### src/rtl/mmu_pkg.sv
// rtl/mmu_pkg.sv - shared MMU translation constants and result type
//
// Purpose: exception codes, DMW field positions and page-size encodings used by
// the data-side (and later fetch-side) address translators.
// Ports: none (package).
package mmu_pkg;

  localparam logic [5:0] ECODE_TLBR = 6'h3F;
  localparam logic [5:0] ECODE_PIL  = 6'h01;
  localparam logic [5:0] ECODE_PIS  = 6'h02;
  localparam logic [5:0] ECODE_PME  = 6'h04;
  localparam logic [5:0] ECODE_PPI  = 6'h07;

  localparam int DMW_PLV0    = 0;
  localparam int DMW_PLV3    = 3;
  localparam int DMW_MAT_LO  = 4;
  localparam int DMW_MAT_HI  = 5;
  localparam int DMW_PSEG_LO = 25;
  localparam int DMW_PSEG_HI = 27;
  localparam int DMW_VSEG_LO = 29;
  localparam int DMW_VSEG_HI = 31;

  localparam logic [5:0] PS_4K = 6'd12;
  localparam logic [5:0] PS_4M = 6'd21;

  typedef struct packed {
    logic [31:0] pa;
    logic [1:0]  mat;
    logic        excp;
    logic [5:0]  ecode;
    logic        use_tlb;
  } xlate_res_t;

endpackage

### src/rtl/mmu_xlate_core.sv
// rtl/mmu_xlate_core.sv - combinational VA->PA path selection and TLB checks
//
// Purpose: picks direct mode, DMW0, DMW1 or the TLB result for one VA and
// raises the TLB exceptions in priority order.
// Ports:
//   i_va, i_st                 virtual address, store flag
//   i_crmd_da/plv/datm         CRMD mode, privilege, direct-mode MAT
//   i_dmw0, i_dmw1             direct-mapped window CSRs
//   i_found/ppn/ps/plv/mat/d/v TLB search result
//   o_res                      {pa, mat, excp, ecode, use_tlb}
module mmu_xlate_core
  import mmu_pkg::*;
#(
  parameter bit HW_DIRTY = 1'b1
) (
  input  logic [31:0] i_va,
  input  logic        i_st,
  input  logic        i_crmd_da,
  input  logic [1:0]  i_crmd_plv,
  input  logic [1:0]  i_crmd_datm,
  input  logic [31:0] i_dmw0,
  input  logic [31:0] i_dmw1,
  input  logic        i_found,
  input  logic [19:0] i_ppn,
  input  logic [5:0]  i_ps,
  input  logic [1:0]  i_plv,
  input  logic [1:0]  i_mat,
  input  logic        i_d,
  input  logic        i_v,
  output xlate_res_t  o_res
);

  logic w_dmw0_hit;
  logic w_dmw1_hit;
  logic w_unused_dmw;

  // PLV-enable bits sit at the bit position equal to the privilege level.
  assign w_dmw0_hit = (i_va[31:29] == i_dmw0[DMW_VSEG_HI:DMW_VSEG_LO]) & i_dmw0[i_crmd_plv];
  assign w_dmw1_hit = (i_va[31:29] == i_dmw1[DMW_VSEG_HI:DMW_VSEG_LO]) & i_dmw1[i_crmd_plv];
  assign w_unused_dmw = ^{i_dmw0[28], i_dmw0[24:6], i_dmw1[28], i_dmw1[24:6]};

  always_comb begin
    o_res = '0;
    if (i_crmd_da) begin
      o_res.pa  = i_va;
      o_res.mat = i_crmd_datm;
    end else if (w_dmw0_hit) begin
      o_res.pa  = {i_dmw0[DMW_PSEG_HI:DMW_PSEG_LO], i_va[28:0]};
      o_res.mat = i_dmw0[DMW_MAT_HI:DMW_MAT_LO];
    end else if (w_dmw1_hit) begin
      o_res.pa  = {i_dmw1[DMW_PSEG_HI:DMW_PSEG_LO], i_va[28:0]};
      o_res.mat = i_dmw1[DMW_MAT_HI:DMW_MAT_LO];
    end else begin
      o_res.use_tlb = 1'b1;
      o_res.mat     = i_mat;
      if (i_ps == PS_4M) o_res.pa = {i_ppn[19:9], i_va[20:0]};
      else               o_res.pa = {i_ppn, i_va[11:0]};
      if (!i_found) begin
        o_res.excp  = 1'b1;
        o_res.ecode = ECODE_TLBR;
      end else if (!i_v) begin
        o_res.excp  = 1'b1;
        o_res.ecode = i_st ? ECODE_PIS : ECODE_PIL;
      end else if (i_crmd_plv > i_plv) begin
        o_res.excp  = 1'b1;
        o_res.ecode = ECODE_PPI;
      end else if (!HW_DIRTY && i_st && !i_d) begin
        o_res.excp  = 1'b1;
        o_res.ecode = ECODE_PME;
      end
    end
    // A faulting access must not leak a partial translation downstream.
    if (o_res.excp) begin
      o_res.pa  = '0;
      o_res.mat = '0;
    end
  end

endmodule

### src/rtl/mmu_data_xlate.sv
// rtl/mmu_data_xlate.sv - two-stage data address translator on TLB port 1
//
// Purpose: stage A drives TLB search port 1 from the held VA, stage B registers
// the translated response. INVTLB operands borrow port 1 and freeze stage A.
// Ports:
//   req_*    EX-stage request handshake (va, st)
//   resp_*   MEM-stage response handshake (pa, mat, excp, ecode, badv)
//   flush    kills both stages
//   crmd_*, dmw0/1, csr_asid   CSR inputs
//   inv_*    INVTLB operands
//   s1_* / st_inst / invtlb_*  TLB port 1
module mmu_data_xlate
  import mmu_pkg::*;
#(
  parameter bit HW_DIRTY = 1'b1
) (
  input  logic        clk,
  input  logic        rst,
  input  logic        req_valid,
  output logic        req_ready,
  input  logic [31:0] req_va,
  input  logic        req_st,
  output logic        resp_valid,
  input  logic        resp_ready,
  output logic [31:0] resp_pa,
  output logic [1:0]  resp_mat,
  output logic        resp_excp,
  output logic [5:0]  resp_ecode,
  output logic [31:0] resp_badv,
  input  logic        flush,
  input  logic        crmd_da,
  input  logic        crmd_pg,
  input  logic [1:0]  crmd_plv,
  input  logic [1:0]  crmd_datm,
  input  logic [31:0] dmw0,
  input  logic [31:0] dmw1,
  input  logic [9:0]  csr_asid,
  input  logic        inv_req,
  input  logic [4:0]  inv_op,
  input  logic [9:0]  inv_asid,
  input  logic [31:0] inv_va,
  output logic [18:0] s1_vppn,
  output logic        s1_va_bit12,
  output logic [9:0]  s1_asid,
  output logic        st_inst,
  output logic        invtlb_valid,
  output logic [4:0]  invtlb_op,
  input  logic        s1_found,
  input  logic [3:0]  s1_index,
  input  logic [19:0] s1_ppn,
  input  logic [5:0]  s1_ps,
  input  logic [1:0]  s1_plv,
  input  logic [1:0]  s1_mat,
  input  logic        s1_d,
  input  logic        s1_v
);

  logic        r_a_valid;
  logic [31:0] r_a_va;
  logic        r_a_st;
  logic        r_b_valid;
  logic [31:0] r_b_pa;
  logic [1:0]  r_b_mat;
  logic        r_b_excp;
  logic [5:0]  r_b_ecode;
  logic [31:0] r_b_badv;

  logic        w_a_adv;
  logic        w_acc;
  logic        w_unused;
  xlate_res_t  w_res;

  assign w_unused = ^{s1_index, crmd_pg, inv_va[11:0]};

  assign w_a_adv   = r_a_valid & ~inv_req & ~flush & (~r_b_valid | resp_ready);
  assign req_ready = ~flush & (~r_a_valid | w_a_adv);
  assign w_acc     = req_valid & req_ready;

  // INVTLB borrows the search port for one cycle; stage A re-searches after.
  assign s1_vppn      = inv_req ? inv_va[31:13] : r_a_va[31:13];
  assign s1_va_bit12  = inv_req ? inv_va[12]    : r_a_va[12];
  assign s1_asid      = inv_req ? inv_asid      : csr_asid;
  assign invtlb_valid = inv_req;
  assign invtlb_op    = inv_op;

  mmu_xlate_core #(.HW_DIRTY(HW_DIRTY)) u_core (
    .i_va       (r_a_va),
    .i_st       (r_a_st),
    .i_crmd_da  (crmd_da),
    .i_crmd_plv (crmd_plv),
    .i_crmd_datm(crmd_datm),
    .i_dmw0     (dmw0),
    .i_dmw1     (dmw1),
    .i_found    (s1_found),
    .i_ppn      (s1_ppn),
    .i_ps       (s1_ps),
    .i_plv      (s1_plv),
    .i_mat      (s1_mat),
    .i_d        (s1_d),
    .i_v        (s1_v),
    .o_res      (w_res)
  );

  // The dirty mark fires only on the transfer edge, so a frozen or flushed
  // store never marks the page.
  assign st_inst = w_a_adv & r_a_st & w_res.use_tlb & ~w_res.excp & HW_DIRTY;

  always_ff @(posedge clk or posedge rst) begin
    if (rst) begin
      r_a_valid <= 1'b0;
      r_a_va    <= '0;
      r_a_st    <= 1'b0;
      r_b_valid <= 1'b0;
      r_b_pa    <= '0;
      r_b_mat   <= '0;
      r_b_excp  <= 1'b0;
      r_b_ecode <= '0;
      r_b_badv  <= '0;
    end else begin
      if (flush) begin
        r_a_valid <= 1'b0;
      end else if (w_acc) begin
        r_a_valid <= 1'b1;
        r_a_va    <= req_va;
        r_a_st    <= req_st;
      end else if (w_a_adv) begin
        r_a_valid <= 1'b0;
      end

      if (flush) begin
        r_b_valid <= 1'b0;
      end else if (w_a_adv) begin
        r_b_valid <= 1'b1;
        r_b_pa    <= w_res.pa;
        r_b_mat   <= w_res.mat;
        r_b_excp  <= w_res.excp;
        r_b_ecode <= w_res.ecode;
        r_b_badv  <= r_a_va;
      end else if (resp_ready) begin
        r_b_valid <= 1'b0;
      end
    end
  end

  assign resp_valid = r_b_valid;
  assign resp_pa    = r_b_pa;
  assign resp_mat   = r_b_mat;
  assign resp_excp  = r_b_excp;
  assign resp_ecode = r_b_ecode;
  assign resp_badv  = r_b_badv;

endmodule

### config.mk
export PLATFORM = sky130hd
export DESIGN_NAME = mmu_data_xlate
export DESIGN_NICKNAME = d
export VERILOG_FILES = /design/src/rtl/mmu_pkg.sv /design/src/rtl/mmu_xlate_core.sv /design/src/rtl/mmu_data_xlate.sv
export SDC_FILE = /design/constraint.sdc
export NUM_CORES = 1
export LEC_CHECK = 0
export CORE_ASPECT_RATIO = 0.5
export CORE_MARGIN = 4
export CORE_UTILIZATION = 33
export CTS_BUF_LIST = sky130_fd_sc_hd__clkbuf_8
export CTS_CLUSTER_SIZE = 24
export DETAILED_ROUTE_END_ITERATION = 16
export PLACE_DENSITY = 0.76
export SETUP_SLACK_MARGIN = 0.02
export SYNTH_ARGS = -nofsm -noshare
export SYNTH_HDL_FRONTEND = slang
export SYNTH_SLANG_ARGS = --single-unit
### constraint.sdc
create_clock -name clk -period 4.4 [get_ports clk]
set_input_delay 1.1 -clock clk [delete_from_list [all_inputs] [get_ports clk]]
set_output_delay 1.1 -clock clk [all_outputs]
set_load 0.005 [all_outputs]
==> impl_metrics.yaml <==
synth:
  synth_area_sq_um: 5047
  syn-instance-count: 468
  synth-edff-count: 0
  ys.flop_type: "dfrtp_1"
  synthArstFlopShare_pct: 100.0
  synth_warnings: 0
  ys_ff_latch: 106
  synth_top_area_share_pct: 52.55
  synth.largest_area_cell: "dfrtp_1"
  ys_types: 39
  avgSynthCellArea_sq_um: 10.78
  syn-num-nets: 673
  synth_seq_area_share_pct: 52.55
  synth_top_cells_by_area: "dfrtp_1 53%, nand2_1 9.7%, mux2_4 8.9%"
sta:
  skew_ns: 0.01263
  tightest_slew_ns: 0.9907
  finalHoldViolations: 0
  fmax_mhz: 237.4
  relSlewSlack_pct: 33.71
  final.min_clock_period_ns: 4.211
  rsz0062_at_grt: "false"
  slew_violations: 0
  tns_ns: 0
  setup_viol: 0
  period_share_pct: 95.72
cells_and_area:
  fin_util_pct: 53.70
  layout-drive-gt1-share_pct: 14.29
  syn_to_final_growth_pct: 56.40
  nNetsFinal: 907
  n_antenna_cell: 0
  stdcell_count: 905
power_and_ir_drop:
  total_power_uw: 3087
  ir_drop_mv: 0.1571
  cellPowerDensity_nw_per_um2: 391.0
  leakagePower_uw: 0.003579
floorplanning:
  dieArea_sq_um: 17460
  core_area_sq_um: 14700
  dieHeight_um: 95.45
  die_w_um: 182.9
  num_rows: 31
  ios: 315
  initial_utilization_pct: 34.33
grt:
  overflow: 0
  grt_pass1_vias: 4585
  antenna_found_initial: 0
  grtUsageTotal_pct: 18.83
  grt_max_degree: 77
  grt_pass1_wl_um: 25520
placed_design:
  place_hpwl_um: 12730
  dp_cells: 889
  gp_congestion: 0.8364
  io_buffers: 246
clock_network:
  cts.clk_slew.worst_paths_ns: 0.11
  clockBufferDepth: 2
  post_cts_buffers: 0
  numCtsBuffers: 9
  clock_tree.root_cell: "clkbuf_8"
  cts_tree: "done"
  htree_levels: 3
  worstSkewPairLatency_ns: 0.38
  postCtsResizedCells: 1
  cts_sinks: 106
  hold_buffers: 0
worst_setup_path:
  r2r-end: "resp_pa[8]$_DFFE_PP0P_"
  critPathCaptureType: "output port"
  arrival_ns: 3.11
  cp_common_cell: "clkdlybuf4s50_1"
  rr_startpoint: "r_a_va[29]$_DFFE_PP0P_"
  crit_type: "input port to output port"
  critical_path.startpoint: "crmd_plv[1]"
  slowest_delay_ns: 0.55
  crit_required_ns: 3.30
  r2r_cells: 6
  start_kind: "input port"
  cp_max_fo: 3
  crit_chain: "clkdlybuf4s50_1 > ha_1 > nor2b_1 > o21ai_2 > and3_1 > nand3_1 > nor2_1 > clkdlybuf4s50_1"
  rrSetupSlack_ns: 2.12
  crit_slowest_cell: "clkdlybuf4s50_1"
  endpoint: "st_inst"
routing:
  antenna_left: 0
  via_per_inst: 4.754
  vias: 4302
  drc_errors: 0
  totalWireLength_um: 16750
  drt_iter0_drc: 235
  firstDrtPassIters: 4
  routedWlPerCell_um: 18.51
min_path:
  hp-class: "flip-flop to flip-flop"
job:
  cap_violations: 0
outcome:
  outcome: "finished clean"
-- flip-flops by register name, summed over array words and instances (netlist names) --
| name | count |
|---|---|
| resp_excp | 1 |
| resp_badv | 32 |
| resp_pa | 32 |
| resp_valid | 1 |
| r_a_st | 1 |
| r_a_va | 32 |
| r_a_valid | 1 |
| resp_mat | 2 |
| resp_ecode | 4 |
-- area by class of cell --
class                   instances  area [sq um]
clock buffers                   9         123.9
clock inverters                 7         102.6
fillers                      1273          6807
inverters                       5         21.27
multi-input cells             321          2191
flip-flops and latches        106          2653
well taps                     198         247.7
repair buffers                259          2555
-- power breakdown --
| part | total, uW | internal (uW) | switching, uW |
|---|---|---|---|
| clock network | 684 | 326 | 359 |
| registers | 1360 | 1200 | 156 |
| logic | 1040 | 670 | 374 |
-- metal layers --
metal,routed length (um),track usage [%],part of all wire (%)
met5,0,0,0
met4,310,5.452,1.9
met3,536,3.430,3.2
met2,8950,34.41,53
met1,6952,23.09,42
-- layout by cell type, fill, tap and decap left out, types with 2 or more instances in the layout --
| cell type | count |
|---|---|
| a211oi_1 | 5 |
| mux2i_1 | 14 |
| xnor2_1 | 6 |
| o21ai_0 | 24 |
| clkinv_4 | 3 |
| a211o_1 | 5 |
| mux2_2 | 30 |
| bufinv_16 | 2 |
| clkdlybuf4s50_1 | 245 |
| a21oi_1 | 6 |
| a21o_1 | 2 |
| buf_4 | 13 |
| inv_1 | 4 |
| ha_1 | 2 |
| dfrtp_1 | 106 |
| mux2_1 | 3 |
| nor2b_1 | 4 |
| mux4_2 | 2 |
| mux2_4 | 30 |
| nor3_2 | 2 |
| nand4_1 | 9 |
| clkbuf_8 | 9 |
| nand2_1 | 130 |
| nor2_1 | 14 |
| nand3_1 | 19 |
-- cells by family after synthesis --
logic type	share of synthesized area [%]
simple gates	16.01
fa+ha+maj	0.4957
xor+xnor	1.041
flops	52.55
compound gates	5.702
buf+inv	4.239
mux	19.96
-- worst max-delay path, delay by kind of cell --
family	cells	cell delay, ns
adders and majority gates	1	0.33
AOI/OAI and AO/OA	1	0.14
buffers and inverters	2	1.03
and+or+nand+nor	4	0.51
-- through the flow --
| stage | worst slack [ns] | hold WS (ns) | instance area (sq um) |
|---|---|---|---|
| after floorplan | 0.5111 | 0.4530 | 5047 |
| after detailed placement | 0.01620 | 0.4617 | 7664 |
| after global placement | 0.09049 | 0.4539 | 7664 |
| after global routing | 0.08160 | 0.5139 | 7894 |
| final | 0.1885 | 0.4814 | 7894 |
| after CTS | 0.1129 | 0.4854 | 7890 |
-- cell usage after synthesis, types with 3 or more instances --
cell      count
clkbuf_1     11
nor2_1       14
nand2_1     130
a211oi_1      5
mux2_4       30
mux2_2       30
xnor2_1       6
nor2b_1       4
a211o_1       5
mux2_1        3
dfrtp_1     106
nand4_1       9
a21oi_1       6
inv_1         5
mux2i_1      14
buf_6         3
o21ai_0      25
buf_1        10
buf_2         3
nand3_1      19
buf_4         9
-- how the worst min path moves through the flow --
| stage | startpoint | endpoint | cells past startpoint |
|---|---|---|---|
| 2_1_floorplan | r_a_va[0]$_DFFE_PP0P_ | resp_badv[0]$_DFFE_PP0P_ | 2 |
| 3_3_place_gp | resp_ecode[2]$_DFFE_PP0P_ | resp_ecode[2]$_DFFE_PP0P_ | 2 |
| 3_5_place_dp | resp_badv[25]$_DFFE_PP0P_ | resp_badv[25]$_DFFE_PP0P_ | 2 |
| 4_1_cts | resp_badv[7]$_DFFE_PP0P_ | resp_badv[7]$_DFFE_PP0P_ | 2 |
| 5_1_grt | resp_badv[18]$_DFFE_PP0P_ | resp_badv[18]$_DFFE_PP0P_ | 2 |
| 6_report | resp_badv[27]$_DFFE_PP0P_ | resp_badv[27]$_DFFE_PP0P_ | 2 |
Note: power is estimated with default switching activity, not from simulation.
